[src/rtl/ram_fifo_ctrl.sv]
// ram_fifo_ctrl: valid/ready FIFO built on an external sync_dp_ram.
// The RAM's one-cycle read latency is hidden by a 2-entry skid buffer
// that is kept topped up by prefetching reads from the RAM.
module ram_fifo_ctrl #(
    parameter int NUMBER_OF_LINES = 16,
    parameter int DATA_WIDTH      = 128
) (
    input  logic                                  clk,
    input  logic                                  rst_n,
    input  logic                                  flush,
    input  logic                                  in_valid,
    output logic                                  in_ready,
    input  logic [DATA_WIDTH-1:0]                 in_data,
    output logic                                  out_valid,
    input  logic                                  out_ready,
    output logic [DATA_WIDTH-1:0]                 out_data,
    output logic                                  ram_w_en,
    output logic [$clog2(NUMBER_OF_LINES)-1:0]    ram_addr_w,
    output logic [DATA_WIDTH-1:0]                 ram_wr_data,
    output logic                                  ram_r_en,
    output logic [$clog2(NUMBER_OF_LINES)-1:0]    ram_addr_r,
    input  logic [DATA_WIDTH-1:0]                 ram_rd_data,
    input  logic                                  ram_mem_valid,
    output logic [$clog2(NUMBER_OF_LINES)+1:0]    fullness
);

    localparam int AW = $clog2(NUMBER_OF_LINES);
    localparam logic [AW:0] DEPTH = (AW+1)'(NUMBER_OF_LINES);

    logic [AW:0]           wp;
    logic [AW:0]           rp;
    logic [AW:0]           ram_cnt;
    logic [AW:0]           ram_cnt_next;
    logic [1:0]            skid_cnt;
    logic [1:0]            skid_cnt_next;
    logic                  skid_head;
    logic [DATA_WIDTH-1:0] skid_mem [2];
    logic                  inflight;
    logic                  drop;
    logic                  pop;
    logic                  capture;
    logic [2:0]            pending;

    assign ram_cnt     = wp - rp;
    assign ram_addr_w  = wp[AW-1:0];
    assign ram_addr_r  = rp[AW-1:0];
    assign ram_wr_data = in_data;
    assign ram_w_en    = in_valid & in_ready & ~flush;

    assign out_valid = (skid_cnt != 2'd0);
    assign out_data  = skid_mem[skid_head];
    assign pop       = out_valid & out_ready;
    assign capture   = ram_mem_valid & ~drop;

    // Words that will occupy the skid once the outstanding read lands;
    // a new read is issued only if that leaves a free slot.
    assign pending  = {1'b0, skid_cnt} + {2'b00, inflight} - {2'b00, pop};
    assign ram_r_en = ~flush & (ram_cnt != '0) & (pending < 3'd2);

    // Next-cycle occupancy of RAM and skid buffer
    always_comb begin
        ram_cnt_next  = '0;
        skid_cnt_next = '0;
        if (!flush) begin
            ram_cnt_next  = ram_cnt + (AW+1)'(ram_w_en) - (AW+1)'(ram_r_en);
            skid_cnt_next = skid_cnt + 2'(capture) - 2'(pop);
        end
    end

    // Pointers, read tracking, ready and fullness registers
    always_ff @(posedge clk or negedge rst_n) begin
        if (!rst_n) begin
            wp        <= '0;
            rp        <= '0;
            inflight  <= 1'b0;
            drop      <= 1'b0;
            in_ready  <= 1'b0;
            skid_cnt  <= '0;
            skid_head <= 1'b0;
            fullness  <= '0;
        end else begin
            if (flush) begin
                wp        <= '0;
                rp        <= '0;
                skid_head <= 1'b0;
            end else begin
                if (ram_w_en) wp <= wp + 1'b1;
                if (ram_r_en) rp <= rp + 1'b1;
                if (pop)      skid_head <= ~skid_head;
            end
            inflight <= ram_r_en;
            drop     <= flush & inflight;
            in_ready <= ~flush & (ram_cnt_next < DEPTH);
            skid_cnt <= skid_cnt_next;
            fullness <= (AW+2)'(ram_cnt_next) + (AW+2)'(ram_r_en)
                      + (AW+2)'(skid_cnt_next);
        end
    end

    // Skid storage; capture slot is head+count, count is at most 1 here
    always_ff @(posedge clk) begin
        if (capture && !flush)
            skid_mem[skid_head ^ skid_cnt[0]] <= ram_rd_data;
    end

endmodule

[config.mk]
export PLATFORM = sky130hd
export DESIGN_NAME = ram_fifo_ctrl
export DESIGN_NICKNAME = d
export VERILOG_FILES = /design/src/rtl/ram_fifo_ctrl.sv
export SDC_FILE = /design/constraint.sdc
export NUM_CORES = 1
export LEC_CHECK = 0
export CAP_MARGIN = 20
export CORE_AREA = 2 2 211 213
export CTS_BUF_LIST = sky130_fd_sc_hd__clkbuf_16
export CTS_CLUSTER_DIAMETER = 80
export CTS_CLUSTER_SIZE = 10
export DETAILED_ROUTE_END_ITERATION = 7
export DIE_AREA = 0 0 213 215
export GPL_TIMING_DRIVEN = 0
export PLACE_DENSITY = 0.62
export SKIP_LAST_GASP = 1
export SYNTH_ARGS = -nofsm -noshare
export SYNTH_HDL_FRONTEND = slang
export SYNTH_SLANG_ARGS = --single-unit
export TNS_END_PERCENT = 1
[constraint.sdc]
create_clock -name clk -period 13 [get_ports clk]
set_input_delay 2.6 -clock clk [delete_from_list [all_inputs] [get_ports clk]]
set_output_delay 2.6 -clock clk [all_outputs]
set_load 0.005 [all_outputs]
Word level (Yosys, flattened, before mapping)

Memory sizes are Yosys's and may differ from the RTL's.
Index checks and enable logic that the tools add are counted.

Memories: 1
Bits in read-only memories: 0
Latch bits: 0
Bits in registers: 22
Output and inout port bits: 274
Input bits: 262
RAM bits: 256
Word-level logic and storage cells: 51

Memories:

| memory   | words | width | read ports | clocked after memory_dff | write ports | line | text |
|---|---|---|---|---|---|---|---|
| skid_mem | 2     | 128   | 1          | 0                        | 1           | 37   | `logic [DATA_WIDTH-1:0] skid_mem [2];` |

Reduce and logical (&&, ||, !) cells: 7
Div/mod/pow operators: 0
Muxes and demuxes: 10
Shift operators: 0
$mul: 0
Add/sub/neg operators: 11
$lt $le $gt $ge: 2
Equality and inequality tests: 0
Bitwise gates (word level): 12

Operators with widths:

| kind                | number |
|---|---|
| $mux 5              | 5 |
| $add 5x1->5 const B | 2 |
| $and 1x1->1         | 8 |
| $reduce_bool 2->1   | 4 |
| $add 5x1->6         | 1 |
| $add 6x2->6         | 1 |
| $add 5x1->5         | 1 |
| $lt 5x5->1 const B  | 1 |
| $reduce_bool 5->1   | 1 |
| $sub 5x1->5         | 1 |
| $sub 5x5->5         | 1 |
| $mux 1              | 4 |
| $add 2x1->3         | 1 |
| $lt 3x2->1 const B  | 1 |
| $not 1->1           | 3 |
| $sub 3x1->3         | 1 |
| $add 2x1->2         | 1 |
| $mux 2              | 1 |
| $sub 2x1->2         | 1 |
| $logic_and 1x1->1   | 1 |
| $logic_not 1->1     | 1 |
| $xor 1x1->1         | 1 |

Logic depth before layout (Yosys ltp)

Gate-level depths: netlist of run 1.

Depth in word-level cells: 9
Mapped depth: 20

Least setup slack after synthesis of run 1

Ideal clock, no wire load.

Kind: input-to-reg
Start point: input port ram_mem_valid
End point: memory skid_mem[1][0], enable pin
Slack: 3.750 ns
Arrival: 8.618 ns
Required time: 12.368 ns
Stages on the path: 3
Path through: nand2b_1 or2_2 nor2b_1

Longest elaborated chain between the ends: 4

RTL lines:

| element                      | line | text |
|---|---|---|
| start: declaration           | 23   | `input logic ram_mem_valid,` |
| $and 1x1->1                  | 53   | `assign capture = ram_mem_valid & ~drop;` |
| $logic_and 1x1->1            | 102  | `if (capture && !flush)` |
| $mux 1                       | 102  |  |
| $mux 1 (implied by the code) | 103  | `skid_mem[skid_head ^ skid_cnt[0]] <= ram_rd_data;` |
| end: declaration             | 37   |  |

Every way passes these cells.

Worst setup path after layout of run 1

Start point: input port out_ready
End point: output port ram_r_en

Longest elaborated chain between the ends: 4

RTL lines:

| element            | line | text |
|---|---|---|
| start: declaration | 15   | `input logic out_ready,` |
| $and 1x1->1        | 52   | `assign pop = out_valid & out_ready;` |
| $sub 3x1->3        | 57   | `assign pending = {1'b0, skid_cnt} + {2'b00, inflight} - {2'b00, pop};` |
| $lt 3x2->1         | 58   | `assign ram_r_en = ~flush & (ram_cnt != '0) & (pending < 3'd2);` |
| $and 1x1->1        | 58   |  |
| end: declaration   | 20   | `output logic ram_r_en,` |

Every way passes these cells.

==> run_results.csv, run 1 <==
group,metric,value,unit
run_status,status,"finished clean",
finish,drive_above_1_share,0.277,
power,p_per_area,170,mW/mm^2
finish,stdcell_area,0.0175,sq mm
critical_path,worstSetupEndpointType,"primary output",
yosys,synth-seq-area-share,0.707,
floorplan,die-area,0.0458,sq mm
sta,clock_skew,0.0143,ns
cts,cts_buffer_depth,3,
critical_path,path_class,"in2out",
yosys,synth_seq_cells,278,
sta,fmax,0.131,GHz
global_route,grt_antenna_before_repair,4,
placed_design,post_dp_cell_area,0.0167,sq mm
yosys,synthTopCellsByCount,"256 x edfxtp_1, 136 x buf_4, 128 x mux2_2, 22 x dfrtp_1, 19 x nor2_1",
sta,setup_slack,5.35,ns
floorplan,die_w,213,um
cts,cts_tree,"yes",
placed_design,dp_hpwl,27400,um
cts,cts.htree.levels,1,
global_route,grt_pass1_vias,7498,
finish,final_cell_count_no_fill,1731,
sta,fin_tns_setup,0,ns
cts,cts.sinks,278,
cts,clkTransAtPathRegs,0.06,ns
yosys,netlist_top_cells_area,"edfxtp_1 66%, mux2_2 12%, buf_4 8.8%",
detailed_routing,wirelength,35800,um
critical_path,reg2reg_depth,20,
hold_path,worstHoldPathCells,1,
floorplan,num_rows,77,
sta,drv_slew,0,
critical_path,critPathLaunchType,"primary input",
global_route,grtUsageTotal,0.150,
yosys,synth_top_area_share,0.660,
critical_path,reg2reg_slack,8.72,ns
critical_path,worstPathRequired,10.40,ns
detailed_routing,firstDrtPassIters,4,
yosys,post_synth_num_cell_types,36,
sta,relSlewSlack,0.350,
hold_path,hold_class,"reg2reg",
sta,period_minus_slack,7.65,ns
yosys,yosys.area.top_type,"edfxtp_1",
cts,cts_setup_buffers,0,
finish,fill_cells,4009,
sta,period_share,0.589,
cts,cts_hold_buf,0,
global_route,grt.overflow.total,0,
floorplan,core-area,0.0436,sq mm
power,p_leak,6.36,nW
detailed_routing,drtIter0Drc,290,
finish,syn_to_final_growth,50.6,%
detailed_routing,num_vias,7091,
cts,cts_buffers,31,
power,ir_drop,98.5,uV
finish,nets,1410,
yosys,ys.flop_type,"edfxtp_1",
detailed_routing,drc,0,
detailed_routing,vias_per_cell,4.10,
yosys,async_reset_ff_frac,0.0791,
run,maxCapViolCount,0,
cts,root_buffer,"clkbuf_16",
floorplan,start_util,0.267,
finish,n_antenna_cell,0,
global_route,grt_start_max_net_pins,29,
cts,clk_latency,0.57,ns
sta,tightest_slew,0.975,ns
detailed_routing,wl_per_cell,20.7,um
floorplan,ioPinCount,536,
yosys,yosysWarnings,0,
yosys,synth_enable_flop_cells,256,
critical_path,path_max_fanout,9,
yosys,syn_nets,959,
placed_design,preCtsSetupSlack,5.35,ns
global_route,grt_pass1_wl,50000,um
placed_design,portBuffers,407,
sta,report.final.setup_viol,0,
cts,cts_resized,0,
yosys,synth_cells,677,
sta,grt_setup_unrepaired,"false",
placed_design,dp.cells,1686,
placed_design,place.gp.congestion,0.820,
detailed_routing,ant_nets,0,
yosys,yosysMostFrequentCell,"edfxtp_1",
sta,hold_viol,0,
critical_path,critPathArrivalTime,5.05,ns
floorplan,die_y,215,um
yosys,netlist_area,0.0116,sq mm
sta,holdWs,0.516,ns
yosys,avgSynthCellArea,17.2,sq um
==> worst paths after layout <==
path | start | end
min in group asynchronous | rst_n | wp[3]$_DFFE_PN0P_
max reg2reg | rp[2]$_DFFE_PN0P_ | fullness[4]$_DFF_PN0_
max in group asynchronous | rst_n | fullness[2]$_DFF_PN0_
min | rp[3]$_DFFE_PN0P_ | rp[3]$_DFFE_PN0P_
min reg2reg | rp[3]$_DFFE_PN0P_ | rp[3]$_DFFE_PN0P_
max | out_ready | ram_r_en
==> worst max-delay path, stage by stage <==
cell and delay [ns]:
clkdlybuf4s50_1 0.49, xor2_1 0.14, nand2_1 0.08, fa_1 0.38, xnor2_1 0.16, nand3b_1 0.11
a41o_1 0.21, buf_2 0.17, inv_2 0.14, clkdlybuf4s50_1 0.56
==> cells in the final DEF, fill, tap and decap left out, types with 7 or more instances in the layout <==
cell	instances
xor2_1	12
inv_1	25
nor2_1	18
clkbuf_16	31
ha_1	15
xnor2_1	7
edfxtp_1	256
buf_4	136
mux2_2	128
buf_12	10
dfrtp_1	22
nand2_1	7
clkdlybuf4s50_1	407
clkbuf_1	14
==> layout make-up <==
cell class                 instances  area, sq um  area share
timing repair buffer             418         4300       0.245
clock buffer                      31          776      0.0442
multi-input combinational        230         2280       0.130
buffer                           154         1090      0.0621
clock inverter                    13         65.1     0.00371
sequential                       278         8240       0.470
tap                              592          741      0.0422
inverter                          15         56.3     0.00321
==> flip-flops by register name, summed over array words and instances (netlist names) <==
name,count
drop,1
skid_mem,256
wp,5
in_ready,1
skid_cnt,2
fullness,6
rp,5
skid_head,1
inflight,1
==> where the power goes <==
part	leakage (nW)	internal, W	total [W]	switching (W)
clock	0.452	0.000422	0.000756	0.000334
sequential	2.64	0.00114	0.00117	0.0000349
combinational	3.27	0.000603	0.00106	0.000461
==> per-layer routing <==
metal | vias to the layer above | GRT usage | share of wire
met1 | 3479 | 0.169 | 0.37
met4 | 4 | 0.0375 | 0.023
li1 | 3230 | - | -
met2 | 320 | 0.263 | 0.50
met5 | - | 0 | 0.00070
met3 | 58 | 0.0585 | 0.11
==> cell families (layout without fill, tap and decap cells) <==
group	after synthesis	in the layout	share of synthesized area
mux	129	129	0.125
flops	278	278	0.707
xor+xnor	20	20	0.0163
simple gates	45	45	0.0191
buf+inv	169	631	0.0984
compound gates	16	16	0.00956
fa+ha+maj	20	20	0.0247
==> per-stage QoR <==
step | util | power (W)
after floorplan | - | 0.00171
after global placement | 0.377 | 0.00228
after detailed placement | 0.382 | 0.00227
after CTS | 0.401 | 0.00305
after global routing | 0.402 | 0.00316
final | 0.402 | 0.00299
(Power assumes the default switching activity.)
==> inputs of run 2 (changes only) <==
Settings changed: CORE_AREA 2 2 211 213 to 2 2 206 208, DIE_AREA 0 0 213 215 to 0 0 208 210, PLACE_DENSITY 0.62 to 0.66.
Clock period 13 ns to 6.85 ns, I/O delays scaled along.
==> run_results.csv, run 2 (synthesis results as in run 1) <==
group,metric,value,unit
run_status,status,"finished clean",
finish,nets,1413,
power,switchingPower,0.00160,W
cts,cts_buffer_depth,3,
sta,grt_setup_unrepaired,"false",
critical_path,crit_chain,"clkdlybuf4s50_1 > xor2_1 > nand2_1 > fa_1 > xnor2_1 > nand3b_1 > a41o_1 > buf_2 > inv_2 > clkdlybuf4s50_1",
floorplan,die-area,0.0437,sq mm
critical_path,critPathLaunchType,"primary input",
critical_path,crit_path_frequent_cell,"clkdlybuf4s50_1",
sta,period_share,0.755,
power,finalPower,0.00581,W
cts,root_buffer,"clkbuf_16",
power,p_per_area,330,mW/mm^2
detailed_routing,ant_nets,0,
finish,syn_to_final_growth,51.3,%
hold_path,holdCritStartpoint,"rp[4]$_DFFE_PN0P_",
critical_path,critPathMaxStageDelay,0.55,ns
finish,mostFrequentLayoutCells,"407 x clkdlybuf4s50_1, 256 x edfxtp_1, 136 x buf_4",
placed_design,place.gp.congestion,0.776,
placed_design,portBuffers,407,
critical_path,crit_path_start,"out_ready",
critical_path,path_class,"in2out",
finish,seq_area,0.00824,sq mm
floorplan,core-area,0.0415,sq mm
power,ir_drop,203,uV
floorplan,num_rows,75,
detailed_routing,wirelength,32400,um
detailed_routing,wl_per_cell,19.2,um
power,p_sw_frac,0.276,
critical_path,worstPathRequired,5.48,ns
sta,clock_skew,0.0159,ns
detailed_routing,num_vias,7048,
detailed_routing,firstDrtPassIters,4,
sta,relSlewSlack,0.373,
power,p_leak,6.43,nW
critical_path,cp_slowest_cell,"clkdlybuf4s50_1",
finish,fill_cells,3772,
finish,largest_reg_flops,256,
cts,clk_latency,0.53,ns
sta,report.final.setup_viol,0,
cts,cts.htree.levels,2,
placed_design,dp_hpwl,24600,um
global_route,grt_antenna_before_repair,4,
sta,tightest_slew,0.940,ns
floorplan,die_y,210,um
global_route,grt_pass1_vias,7415,
floorplan,ioPinCount,536,
cts,clkTransAtPathRegs,0.06,ns
power,intPower,0.00421,W
cts,cts_hold_buf,0,
run,maxCapViolCount,0,
sta,drv_slew,0,
finish,multi_input_area,0.00228,sq mm
critical_path,worstSetupEndpointType,"primary output",
global_route,grt_pass1_wl,45700,um
power,pwr-share-clk,0.272,
detailed_routing,drtIter0Drc,283,
cts,cts_buffers,34,
sta,fmax,0.193,GHz
cts,cts.sinks,278,
cts,cts_tree,"yes",
finish,final_common_cell,"clkdlybuf4s50_1",
hold_path,hold_class,"reg2reg",
finish,drive_above_1_share,0.281,
sta,period_minus_slack,5.17,ns
floorplan,start_util,0.281,
power,power_frac_seq,0.383,
sta,hold_viol,0,
detailed_routing,drc,0,
placed_design,dp.cells,1633,
critical_path,path_max_fanout,9,
finish,final_cell_count_no_fill,1686,
global_route,grt_start_max_net_pins,32,
global_route,grt.overflow.total,0,
critical_path,critPathArrivalTime,3.80,ns
floorplan,die_w,208,um
cts,cts_resized,0,
power,combPwrFrac,0.345,
global_route,grtUsageTotal,0.141,
critical_path,critPathBufInv,4,
critical_path,timing.rr.start,"rp[2]$_DFFE_PN0P_",
detailed_routing,vias_per_cell,4.18,
cts,cts_setup_buffers,0,
critical_path,cpLargestDelayFamily,"buffers and inverters",
## run 2: cell types whose count changed in the layout (fill, tap and decap cells not counted)
cell,change
buf_12,-2
buf_16,+2
clkbuf_16,+3
clkinv_16,+1
diode_2,+2
inv_6,+2
## run 2: worst paths after layout
path                                               to  depth (start not counted)  slack [ns]
worst max-delay path                         ram_r_en                         10        1.68
worst min register to register      rp[4]$_DFFE_PN0P_                          1        0.51
worst min-delay path                rp[4]$_DFFE_PN0P_                          1        0.51
max in group asynchronous       skid_head$_DFFE_PN0P_                          2        5.30
worst max register to register  fullness[4]$_DFF_PN0_                         19        2.49
min in group asynchronous           wp[0]$_DFFE_PN0P_                          1        1.13
## run 2: power by group through the flow
stage	clock network (W)	registers, W	logic, W
2_1_floorplan	0	0.00228	0.000951
3_3_place_gp	0	0.00232	0.00194
3_5_place_dp	0	0.00226	0.00203
4_1_cts	0.00163	0.00223	0.00205
5_1_grt	0.00169	0.00225	0.00217
6_report	0.00158	0.00223	0.00201
## run 2: layer usage
| layer | wire [um] | GRT usage | up-vias |
|---|---|---|---|
| li1 | - | - | 3242 |
| met1 | 11900 | 0.154 | 3462 |
| met2 | 17000 | 0.252 | 291 |
| met3 | 2760 | 0.0518 | 51 |
| met4 | 784 | 0.0477 | 2 |
| met5 | 16 | 0 | - |
## run 2: layout make-up
class / count / share of cell area
Sequential cell: 278 / 0.467
Timing Repair Buffer: 418 / 0.245
Multi-Input combinational cell: 230 / 0.129
Buffer: 154 / 0.0618
Clock buffer: 34 / 0.0483
Tap cell: 539 / 0.0383
Clock inverter: 16 / 0.00639
Inverter: 15 / 0.00320
Antenna cell: 2 / 0.000284
## run 2: through the flow
stage	hold WS (ns)	cell area (sq um)	setup WS (ns)	TNS, ns	utilization
after floorplan	0.465	11600	-0.811	-103.86	-
after global placement	0.488	16400	-5.08	-833.94	0.395
after detailed placement	0.501	16600	1.58	0	0.401
after CTS	0.509	17600	1.68	0	0.424
after global routing	0.542	17600	1.52	0	0.425
final	0.511	17600	1.68	0	0.425
==> inputs of run 3 (changes only) <==
Settings changed: CORE_AREA 2 2 206 208 to 2 2 211 213, DIE_AREA 0 0 208 210 to 0 0 213 215, PLACE_DENSITY 0.66 to 0.62.
Clock period 6.85 ns to 5.1 ns, I/O delays scaled along.
==> run_results.csv, run 3 (synthesis results as in run 1) <==
group,metric,value,unit
run_status,status,"finished clean",
floorplan,die_w,213,um
power,ir_drop,236,uV
placed_design,place.gp.congestion,0.860,
cts,clkTransAtPathRegs,0.06,ns
critical_path,critPathLaunchType,"primary input",
sta,hold_viol,0,
global_route,grt_pass1_vias,7587,
cts,cts_buffers,34,
hold_path,hold_class,"reg2reg",
finish,mostFrequentLayoutCells,"407 x clkdlybuf4s50_1, 256 x edfxtp_1, 136 x buf_4",
global_route,grt_pass1_wl,50000,um
placed_design,portBuffers,407,
detailed_routing,ant_nets,0,
global_route,grt_start_max_net_pins,31,
finish,nets,1413,
floorplan,ioPinCount,536,
sta,drv_slew,0,
placed_design,dp.cells,1686,
global_route,grtUsageTotal,0.151,
floorplan,core-area,0.0436,sq mm
detailed_routing,vias_per_cell,4.13,
cts,cts_buffer_depth,3,
sta,fin_tns_setup,0,ns
detailed_routing,wl_per_cell,20.6,um
detailed_routing,wirelength,36000,um
sta,report.final.setup_viol,0,
power,p_leak,6.43,nW
cts,root_buffer,"clkbuf_16",
sta,fmax,0.222,GHz
sta,clock_skew,0.0138,ns
critical_path,critPathMaxStageDelay,0.55,ns
power,p_per_area,443,mW/mm^2
critical_path,path_class,"in2out",
critical_path,critPathBufInv,4,
sta,period_minus_slack,4.50,ns
detailed_routing,drtIter0Drc,300,
floorplan,num_rows,77,
sta,period_share,0.883,
critical_path,path_max_fanout,9,
finish,drive_above_1_share,0.282,
detailed_routing,drc,0,
critical_path,worstSetupEndpointType,"primary output",
cts,cts.htree.levels,2,
detailed_routing,firstDrtPassIters,5,
floorplan,start_util,0.267,
global_route,grt_antenna_before_repair,10,
critical_path,cpLargestDelayFamily,"buffers and inverters",
floorplan,die_y,215,um
floorplan,die-area,0.0458,sq mm
cts,cts_setup_buffers,0,
power,finalPower,0.00783,W
placed_design,dp_hpwl,27600,um
finish,fill_cells,4059,
cts,cts_resized,0,
critical_path,crit_path_frequent_cell,"clkdlybuf4s50_1",
cts,cts_hold_buf,0,
cts,cts.sinks,278,
cts,clk_latency,0.53,ns
critical_path,critPathArrivalTime,3.48,ns
detailed_routing,num_vias,7190,
finish,largest_reg_flops,256,
critical_path,crit_chain,"clkdlybuf4s50_1 > xor2_1 > nand2_1 > fa_1 > xnor2_1 > nand3b_1 > a41o_1 > buf_2 > inv_2 > clkdlybuf4s50_1",
finish,final_cell_count_no_fill,1743,
global_route,grt.overflow.total,0,
cts,cts_tree,"yes",
finish,syn_to_final_growth,51.8,%
sta,relSlewSlack,0.433,
sta,grt_setup_unrepaired,"false",
critical_path,cp_slowest_cell,"clkdlybuf4s50_1",
sta,tightest_slew,0.851,ns
run,maxCapViolCount,0,
critical_path,worstPathRequired,4.08,ns
finish,final_common_cell,"clkdlybuf4s50_1",
==> run 3: cell types whose count changed in the layout (fill, tap and decap cells not counted), sizes merged <==
cell | previous run | this run
clkinv | 2 | 5
diode | 2 | 4
inv | 29 | 27
clkbuf | 48 | 49
==> run 3: path summary, 6_finish.rpt <==
check                             startpoint                    end  slack, ns  cells after the start
setup / recovery                   out_ready               ram_r_en       0.60                     10
hold / removal             rp[3]$_DFFE_PN0P_      rp[3]$_DFFE_PN0P_       0.53                      1
setup reg to reg           rp[2]$_DFFE_PN0P_  fullness[4]$_DFF_PN0_       0.85                     20
hold reg to reg            rp[3]$_DFFE_PN0P_      rp[3]$_DFFE_PN0P_       0.53                      1
max in group asynchronous              rst_n     inflight$_DFF_PN0_       3.99                      2
min in group asynchronous              rst_n  fullness[4]$_DFF_PN0_       0.71                      1
==> run 3: area by class of cell <==
class | count | area [sq um] | share of cell area
Antenna cell | 4 | 10.0 | 0.000566
Buffer | 154 | 1090 | 0.0616
Clock buffer | 35 | 876 | 0.0495
Clock inverter | 17 | 87.6 | 0.00495
Inverter | 15 | 56.3 | 0.00318
Multi-Input combinational cell | 230 | 2280 | 0.129
Sequential cell | 278 | 8240 | 0.466
Tap cell | 592 | 741 | 0.0419
Timing Repair Buffer | 418 | 4300 | 0.243
==> run 3: worst register-to-register path: cells and delay by family (launching register included) <==
family | cells | cell delay [ns]
AOI/OAI and AO/OA | 2 | 0.39
buffers and inverters | 5 | 0.51
DFF | 1 | 0.41
adders and majority gates | 6 | 1.95
xor gates and xnor gates | 2 | 0.46
and+or+nand+nor | 5 | 0.41
==> run 3: power breakdown <==
| part | switching (W) | total [W] | internal [W] |
|---|---|---|---|
| clock network | 0.000912 | 0.00215 | 0.00123 |
| registers | 0.0000935 | 0.00299 | 0.00290 |
| logic | 0.00115 | 0.00269 | 0.00154 |
| total | 0.00216 | 0.00783 | 0.00567 |
==> run 3: routing by layer <==
metal | global-route usage | part of all wire
met1 | 0.166 | 0.37
met5 | 0 | 0.0020
met2 | 0.257 | 0.50
met3 | 0.0661 | 0.11
met4 | 0.0562 | 0.025
==> run 3: stage by stage <==
step           worst slack, ns  hold WS [ns]   util  area (sq um)
4_1_cts                  0.539         0.523  0.405         17700
5_1_grt                  0.450         0.567  0.405         17700
3_3_place_gp             -3.06         0.511  0.377         16500
3_5_place_dp             0.131         0.512  0.382         16700
6_report                 0.597         0.529  0.405         17700
2_1_floorplan          -0.0658         0.465      -         11700
